===== src/rtl/invaders_pkg.sv =====
// Shared types for the Space Invaders video path.
// Layer indices, colour struct and hit-flash FSM states.
package invaders_pkg;

    typedef struct packed {
        logic [7:0] r;
        logic [7:0] g;
        logic [7:0] b;
    } rgb_t;

    localparam int LAYER_BG     = 0;
    localparam int LAYER_ENEMY  = 1;
    localparam int LAYER_SHOT   = 2;
    localparam int LAYER_PLAYER = 3;

    typedef enum logic [1:0] {
        IDLE,
        ARMED,
        FLASH
    } flash_state_t;

    function automatic rgb_t rgb_half(input rgb_t c);
        rgb_t h;
        h.r = {1'b0, c.r[7:1]};
        h.g = {1'b0, c.g[7:1]};
        h.b = {1'b0, c.b[7:1]};
        return h;
    endfunction

endpackage


===== src/rtl/sync_delay.sv =====
// Enabled shift register with a parameterised reset value.
// Output is the last stage of a DEPTH-deep chain.
module sync_delay #(
    parameter int                 WIDTH   = 4,
    parameter int                 DEPTH   = 2,
    parameter logic [WIDTH-1:0]   RST_VAL = '0
) (
    input  logic             clk,
    input  logic             rst_n,
    input  logic             en_i,
    input  logic [WIDTH-1:0] d_i,
    output logic [WIDTH-1:0] q_o
);

    logic [WIDTH-1:0] stage_q [DEPTH];

    always_ff @(posedge clk or negedge rst_n) begin
        if (!rst_n) begin
            for (int i = 0; i < DEPTH; i++) stage_q[i] <= RST_VAL;
        end else if (en_i) begin
            stage_q[0] <= d_i;
            for (int i = 1; i < DEPTH; i++) stage_q[i] <= stage_q[i-1];
        end
    end

    assign q_o = stage_q[DEPTH-1];

endmodule


===== src/rtl/pixel_compositor.sv =====
// Final pixel stage: layer priority select, hit flash, registered VGA.
// Optional scanline dimming when COMPOSITOR_SCANLINE_EN is defined.
module pixel_compositor
    import invaders_pkg::*;
#(
    parameter int          N_LAYERS     = 4,
    parameter int          PIPE_DELAY   = 2,
    parameter int          FLASH_FRAMES = 8,
    parameter logic [23:0] BG_COLOR     = 24'h000000
) (
    input  logic                  Clk,
    input  logic                  Reset_n,
    input  logic                  pixel_ce,
    input  logic [9:0]            DrawY,
    input  logic                  hs_in,
    input  logic                  vs_in,
    input  logic                  de_in,
    input  logic [N_LAYERS-1:0]   layer_on,
    input  logic [24*N_LAYERS-1:0] layer_rgb,
    input  logic                  hit_pulse,
    output logic [7:0]            VGA_R,
    output logic [7:0]            VGA_G,
    output logic [7:0]            VGA_B,
    output logic                  VGA_HS,
    output logic                  VGA_VS,
    output logic                  VGA_BLANK_N,
    output logic                  flash_active
);

    localparam logic [7:0] CNT_LOAD = 8'(FLASH_FRAMES - 1);

    logic [3:0]   dly_out;
    logic         y0_d, de_d, hs_d, vs_d;
    rgb_t         sel, dim, pix_d, pix_q;
    logic         hs_q, vs_q, blank_n_q;
    logic         vs_prev_q, frame_edge, invert;
    flash_state_t state_q, state_d;
    logic [7:0]   cnt_q, cnt_d;

    // Reset fills the line with idle syncs and blanking.
    sync_delay #(
        .WIDTH  (4),
        .DEPTH  (PIPE_DELAY),
        .RST_VAL(4'b0011)
    ) u_sync_delay (
        .clk  (Clk),
        .rst_n(Reset_n),
        .en_i (pixel_ce),
        .d_i  ({DrawY[0], de_in, hs_in, vs_in}),
        .q_o  (dly_out)
    );

    assign {y0_d, de_d, hs_d, vs_d} = dly_out;

    always_comb begin
        sel = rgb_t'(BG_COLOR);
        for (int i = 0; i < N_LAYERS; i++) begin
            if (layer_on[i]) sel = rgb_t'(layer_rgb[24*i +: 24]);
        end
        if (!de_d) sel = '0;
    end

`ifdef COMPOSITOR_SCANLINE_EN
    assign dim = (de_d && y0_d) ? rgb_half(sel) : sel;
`else
    assign dim = sel;
    logic unused_ok;
    assign unused_ok = ^{DrawY[9:1], y0_d};
`endif

    assign invert = (state_q == FLASH) && !cnt_q[0] && de_d;
    assign pix_d  = invert ? rgb_t'(~dim) : dim;

    always_ff @(posedge Clk or negedge Reset_n) begin
        if (!Reset_n) begin
            pix_q     <= '0;
            hs_q      <= 1'b1;
            vs_q      <= 1'b1;
            blank_n_q <= 1'b0;
            vs_prev_q <= 1'b1;
        end else if (pixel_ce) begin
            pix_q     <= pix_d;
            hs_q      <= hs_d;
            vs_q      <= vs_d;
            blank_n_q <= de_d;
            vs_prev_q <= vs_in;
        end
    end

    assign frame_edge = pixel_ce && vs_prev_q && !vs_in;

    always_comb begin
        state_d = state_q;
        cnt_d   = cnt_q;
        unique case (state_q)
            IDLE: begin
                if (hit_pulse) state_d = ARMED;
            end
            ARMED: begin
                if (frame_edge) begin
                    state_d = FLASH;
                    cnt_d   = CNT_LOAD;
                end
            end
            FLASH: begin
                // A new hit restarts the flash even on a frame edge.
                if (hit_pulse) begin
                    cnt_d = CNT_LOAD;
                end else if (frame_edge) begin
                    if (cnt_q == 8'd0) state_d = IDLE;
                    else               cnt_d   = cnt_q - 8'd1;
                end
            end
            default: begin
                state_d = IDLE;
                cnt_d   = 8'd0;
            end
        endcase
    end

    always_ff @(posedge Clk or negedge Reset_n) begin
        if (!Reset_n) begin
            state_q <= IDLE;
            cnt_q   <= 8'd0;
        end else begin
            state_q <= state_d;
            cnt_q   <= cnt_d;
        end
    end

    assign VGA_R        = pix_q.r;
    assign VGA_G        = pix_q.g;
    assign VGA_B        = pix_q.b;
    assign VGA_HS       = hs_q;
    assign VGA_VS       = vs_q;
    assign VGA_BLANK_N  = blank_n_q;
    assign flash_active = (state_q == FLASH);

endmodule


===== config.mk =====
export PLATFORM = sky130hd
export DESIGN_NAME = pixel_compositor
export DESIGN_NICKNAME = d
export VERILOG_FILES = /design/src/rtl/invaders_pkg.sv /design/src/rtl/sync_delay.sv /design/src/rtl/pixel_compositor.sv
export SDC_FILE = /design/constraint.sdc
export NUM_CORES = 1
export LEC_CHECK = 0
export ABC_AREA = 1
export ABC_CLOCK_PERIOD_IN_PS = 2330
export CAP_MARGIN = 30
export CORE_MARGIN = 4
export CORE_UTILIZATION = 44
export CTS_BUF_LIST = sky130_fd_sc_hd__clkbuf_4
export CTS_CLUSTER_SIZE = 25
export DETAILED_ROUTE_END_ITERATION = 8
export PLACE_DENSITY = 0.85
export SYNTH_ARGS = -nofsm -noshare
export SYNTH_HDL_FRONTEND = slang
export SYNTH_SLANG_ARGS = --single-unit

===== constraint.sdc =====
create_clock -name Clk -period 2.33 [get_ports Clk]
set_clock_uncertainty 0.2 [all_clocks]
set_input_delay 0.699 -clock Clk [delete_from_list [all_inputs] [get_ports Clk]]
set_output_delay 0.699 -clock Clk [all_outputs]
set_load 0.01 [all_outputs]

**Word level (Yosys, flattened, before mapping)**

Index checks and enable logic that the tools add are counted.

- Bits in registers: 44

- $add $sub $neg: 1
- Equality and inequality tests: 9
- Mux-type cells: 17
- Bitwise operators: 2
- Reduce and logical (&&, ||, !) cells: 10

Operator list:

| kind | count |
|---|---|
| 24-bit two-way mux | 6 |
| 8-bit two-way mux | 4 |
| 24-bit inverter | 1 |
| 8-bit one-hot mux with 3 select lines | 1 |
| 2-bit two-way mux | 5 |
| 8-bit logical NOT | 1 |
| 8-bit by 1-bit subtractor with 8-bit output, second input constant | 1 |
| 2-bit != test, second input constant | 3 |
| 2-bit one-hot mux with 3 select lines | 1 |
| 5-bit AND reduction | 1 |
| 1-bit logical AND | 4 |
| 2-bit by 1-bit != test with 1-bit output, second input constant | 2 |
| 4-bit AND reduction | 1 |
| 3-bit by 2-bit != test with 1-bit output, second input constant | 1 |
| 3-bit != test, second input constant | 1 |
| 2-bit by 1-bit == test with 1-bit output, second input constant | 1 |
| 2-bit == test, second input constant | 1 |
| 1-bit logical NOT | 2 |
| 2-bit logical NOT | 1 |
| 1-bit inverter | 1 |

**Longest topological paths before layout**

- Word-level depth: 7
- Depth in mapped cells: 10
- Gate-level depth less buffers: 10

**By module**

A second synthesis with hierarchy kept.

- Cells, all modules: 562
- Area, all modules: 3510.9 um^2

Modules (own cells, without submodules):

| module | instances | cells each | area an instance (um^2) | sequential area each (um^2) |
|---|---|---|---|---|
| pixel_compositor | 1 | 524 | 3170.5 | 954.7 |
| sync_delay | 1 | 38 | 340.3 | 205.2 |

**Least setup slack after synthesis**

Ideal clock, no wire load.

- Path kind: register -> register
- Start: register state_q[0]
- End: register cnt_q[6]
- Data arrival time: 1460 ps
- Data required time: 2011 ps
- Path slack: 551 ps
- Cell stages (with the launch flop): 11
- Cell sequence: dfrtp_1 inv_1 ha_1 nand2_1 inv_1 nor2_1 nand2_1 nand2_2 buf_6 a21oi_1 nor2_1

- Cells in the longest elaborated chain, start to end: 3
- Elaborated cells between the ends (all ways): 9
- Those cells by class: 5 x eq/ne; 1 x mux; 1 x bitwise; 2 x reduce/logical

Ends and longest elaborated chain:

| what | RTL line | text |
|---|---|---|
| start: declaration | pixel_compositor.sv:37 | `flash_state_t state_q, state_d;` |
| start signal: assignment | pixel_compositor.sv:126 | `state_q <= state_d;` |
| 2-bit == test (*) | n/a |  |
| via flash_active | pixel_compositor.sv:27 | `output logic flash_active` |
| 3-bit != test (no source line) or 3-bit by 2-bit != test with 1-bit output (tied branches) | n/a |  |
| 4-bit AND reduction (no source line) | n/a |  |
| end signal: assignment | pixel_compositor.sv:127 | `cnt_q <= cnt_d;` |
| end: declaration | pixel_compositor.sv:38 | `logic [7:0] cnt_q, cnt_d;` |

Mark *: on every way through the listed nets, which the timed path passes. The rest lies on a longest branch.
A chain may end at the register's enable or synchronous reset.

**Worst setup path after layout**

- Start: register pix_q (netlist bit VGA_G[5])
- End: output port VGA_G[5]

RTL lines:

| what | RTL line | text |
|---|---|---|
| start: declaration | pixel_compositor.sv:34 | `rgb_t sel, dim, pix_d, pix_q;` |
| start signal: assignment | pixel_compositor.sv:82 | `pix_q <= pix_d;` |
| end: declaration | pixel_compositor.sv:22 | `output logic [7:0] VGA_G,` |

No word-level cell between the ends.

==> key figures <==
STA
  – Rel. slew slack: 0.451
  – Transition at the pin with the smallest max-transition slack: 0.824 ns
  – Final hold violations: 0
  – Post-route worst setup slack: between 0.09 and 0.1 ns
  – Setup TNS: 0 ns
  – Max frequency: roughly 450 MHz
  – Max-slew violation count: 0
  – RSZ-0062 raised after global routing: false
  – Clock period minus final worst setup slack: ~2.2 ns
  – Worst slack on hold paths: around 0.28 ns
  – Finish-stage setup viols: 0
  – Fin crit share: 0.958

Setup path
  – Critical path type: flop to output pin
  – CP cell instances: clkdlybuf4s50_1
  – Nature of the critical path endpoint: output pin
  – FF-to-FF setup slack: roughly 0.42 ns
  – Highest net fanout along the worst path: 2
  – Maximum cell stage delay along the critical path: 0.57 ns
  – Kind of cell adding the most delay to the critical path: buffers and inverters
  – Arr. time, crit path: around 1.3 ns
  – Data required time at the worst endpoint: about 1.4 ns
  – Count of buffer and inverter cells on the critical path: 1
  – Standard cell with the maximum stage delay on the critical path: clkdlybuf4s50_1
  – Kind of launch point of the worst setup path: flop

Detailed routing
  – Initial DRC Count: around 210
  – Number of detailed-routing iterations run before antenna repair: 5
  – Via/cell ratio: between 4 and 5
  – Remaining routing DRC violations: 0
  – Routed Antenna Nets: 0
  – Wire length reported by the detailed router: between 10 and 15 mm
  – Routed wire per std cell: roughly 13 µm
  – Via count: between 3000 and 4000

Clock tree
  – Max H-tree Level: 2
  – Clk slew on worst S/H paths: approximately 0.13 ns
  – Latest clock arrival within the worst-skew pair: ~0.34 ns
  – Sinks on Clock Net: 43
  – Inserted Clock Buffers: 5
  – Root buffer cell: clkbuf_4
  – Clock tree from TritonCTS: built
  – Maximum count of clock buffers along a single path: 2

Die
  – Area of the die: 9070 µm²
  – Chip Height: roughly 95 µm
  – Initial Utilization: 0.457
  – Count of standard-cell rows: 31
  – Placeable core region: 7330 µm²
  – Ports: roughly 150
  – Horizontal die dimension: 95.2 µm

Worst hold path
  – Hold Path Class: flop to flop

Synth
  – Number of warnings printed during yosys synthesis: 0
  – Synthesis-stage register bit count: 43
  – Net count of the mapped netlist: 669
  – Post-Synthesis Cells: 545
  – Number of library cell types mapped by synthesis: 24
  – Share of the yosys chip area belonging to registers: 0.324
  – Netlist Area Pre-Place: 3350 µm²
  – Post-synthesis area per instance: 6.14 µm²

Status
  – Outcome: finished, final reports clean

Place
  – Placed Cells incl. Taps: 766
  – Final weighted congestion in routability-driven placement: ~0.86
  – Pre-CTS worst setup slack: -0.00798 ns
  – Final HPWL from detailed placement: approximately 7.9 mm
  – Placed cell area: 4790 µm²
  – Number of buffers added on ports: between 100 and 150

GRT
  – Global routing usage on met3: 0.0418
  – Most used routing layer: met2
  – Met2 usage in global routing: 0.401
  – Overall global routing resource usage: 0.227
  – Antenna violations before repair: 0
  – Number of global-route vias before repair: between 3000 and 4000
  – Met1 routing resource usage after global routing: 0.285
  – Total global routing overflow: 0
  – Maximum number of pins on one net before global-route repair: approximately 50
  – Global-route wire length before repair: approximately 16 mm

Final layout
  – FF/Latch Area: around 1100 µm²
  – Number of antenna diodes: 0
  – Final Non-Filler Cells: between 700 and 800
  – Area of the multi-input gates: around 1800 µm²
  – Final-layout fill cell count: ~600
  – Final design area excluding fillers: roughly 4900 µm²
  – Post-layout net count: 800
  – Layout cells sized above 1: 0.0724
  – P&R area growth vs syn: 46.1%

Job
  – Number of max-cap violations: 0

Power
  – Cell leakage power: roughly 0.0025 µW
  – Highest ir drop seen on vdd: between 0.3 and 0.4 mV
  – Power Dens Cells: between 600 and 700 nW/µm²
==> area by class of cell <==
type	count	area share
Sequential cell	43	0.222
Inverter	70	0.0537
Timing Repair Buffer	155	0.310
Clock inverter	1	0.00614
Multi-Input combinational cell	401	0.372
Tap cell	99	0.0253
Clock buffer	7	0.0107
==> report_power, final <==
part / total, µW / internal, µW / switching, µW
clock network: 488 / 251 / 236
logic: 1530 / 705 / 827
registers: 1020 / 909 / 107
total: 3040 / 1870 / 1170
==> path summary, 6_finish.rpt <==
kind	startpoint	end	cells after the start
hold reg to reg	u_sync_delay.stage_q[5]	u_sync_delay.stage_q[5]	2
min in group asynchronous	Reset_n	VGA_G[4]	2
hold / removal	u_sync_delay.stage_q[5]	u_sync_delay.stage_q[5]	2
setup / recovery	VGA_G[5]	VGA_G[5]	1
max in group asynchronous	Reset_n	u_sync_delay.stage_q[5]	3
setup reg to reg	state_q[0]	VGA_B[7]	9
==> sequential cells by signal, summed over array words and instances, names as in the netlist <==
signal	count
cnt_q	8
u_sync_delay.stage_q	3
VGA_R	8
state_q	2
VGA_BLANK_N	1
u_sync_delay.q_o	3
VGA_B	8
VGA_G	8
VGA_VS	1
VGA_HS	1
==> through the flow <==
step | utilization | total power (µW)
floorplan | - | 1930
global placement | 0.653 | 2480
detailed placement | 0.653 | 2550
CTS | 0.667 | 3050
global route | 0.667 | 3290
finish | 0.667 | 3040
==> cells in the final DEF, fill, tap and decap left out <==
| master | n |
|---|---|
| nor2_2 | 1 |
| buf_2 | 2 |
| nand3_4 | 1 |
| dfrtp_1 | 37 |
| nand3_1 | 71 |
| nor2_8 | 1 |
| o21ai_0 | 10 |
| a21oi_2 | 1 |
| a22oi_1 | 1 |
| dlymetal6s2s_1 | 1 |
| buf_12 | 2 |
| nor2_1 | 12 |
| o21ai_1 | 15 |
| buf_4 | 18 |
| dlygate4sd3_1 | 1 |
| dlygate4sd2_1 | 2 |
| clkdlybuf4s50_1 | 129 |
| nand4_1 | 2 |
| nor3_1 | 2 |
| nand2_1 | 212 |
| inv_2 | 6 |
| ha_1 | 7 |
| nand2_2 | 3 |
| a21oi_1 | 62 |
| clkbuf_4 | 7 |
| dfstp_2 | 6 |
| inv_1 | 64 |
| bufinv_16 | 1 |
==> cells in the mapped netlist (all sizes together) <==
cell type / instances / area share
nand2: 215 / 0.24
nor3: 2 / 0.0030
dfstp: 6 / 0.047
o21ai: 25 / 0.037
nor2: 14 / 0.021
buf: 24 / 0.046
nand4: 2 / 0.0037
ha: 7 / 0.026
dfrtp: 37 / 0.28
a22oi: 1 / 0.0022
nand3: 72 / 0.11
clkbuf: 7 / 0.0079
a21oi: 63 / 0.095
inv: 70 / 0.079
==> cell families (layout without fill, tap and decap cells) <==
group,Yosys count,in the layout,share of synthesized area
simple gates,305,305,0.383
fa+ha+maj,7,7,0.0262
flops,43,43,0.324
compound gates,89,89,0.135
buf+inv,101,233,0.132
==> routing by layer <==
layer | part of all wire | vias to the layer above
li1 | - | 1972
met1 | 0.41 | 1721
met2 | 0.50 | 139
met3 | 0.076 | 12
met4 | 0.016 | 0
met5 | 0 | -
==> timing repair <==
item / 4_1_cts / 5_1_grt
pin swaps: 0 / 0
gates resized for setup: 2 / 1
setup buffers: 1 / 0
hold buffers: 1 / 0
endpoints found under the setup margin: 2 / 1
endpoints found under the hold margin: 7 / 0
Note: power is estimated with default switching activity, not from simulation.
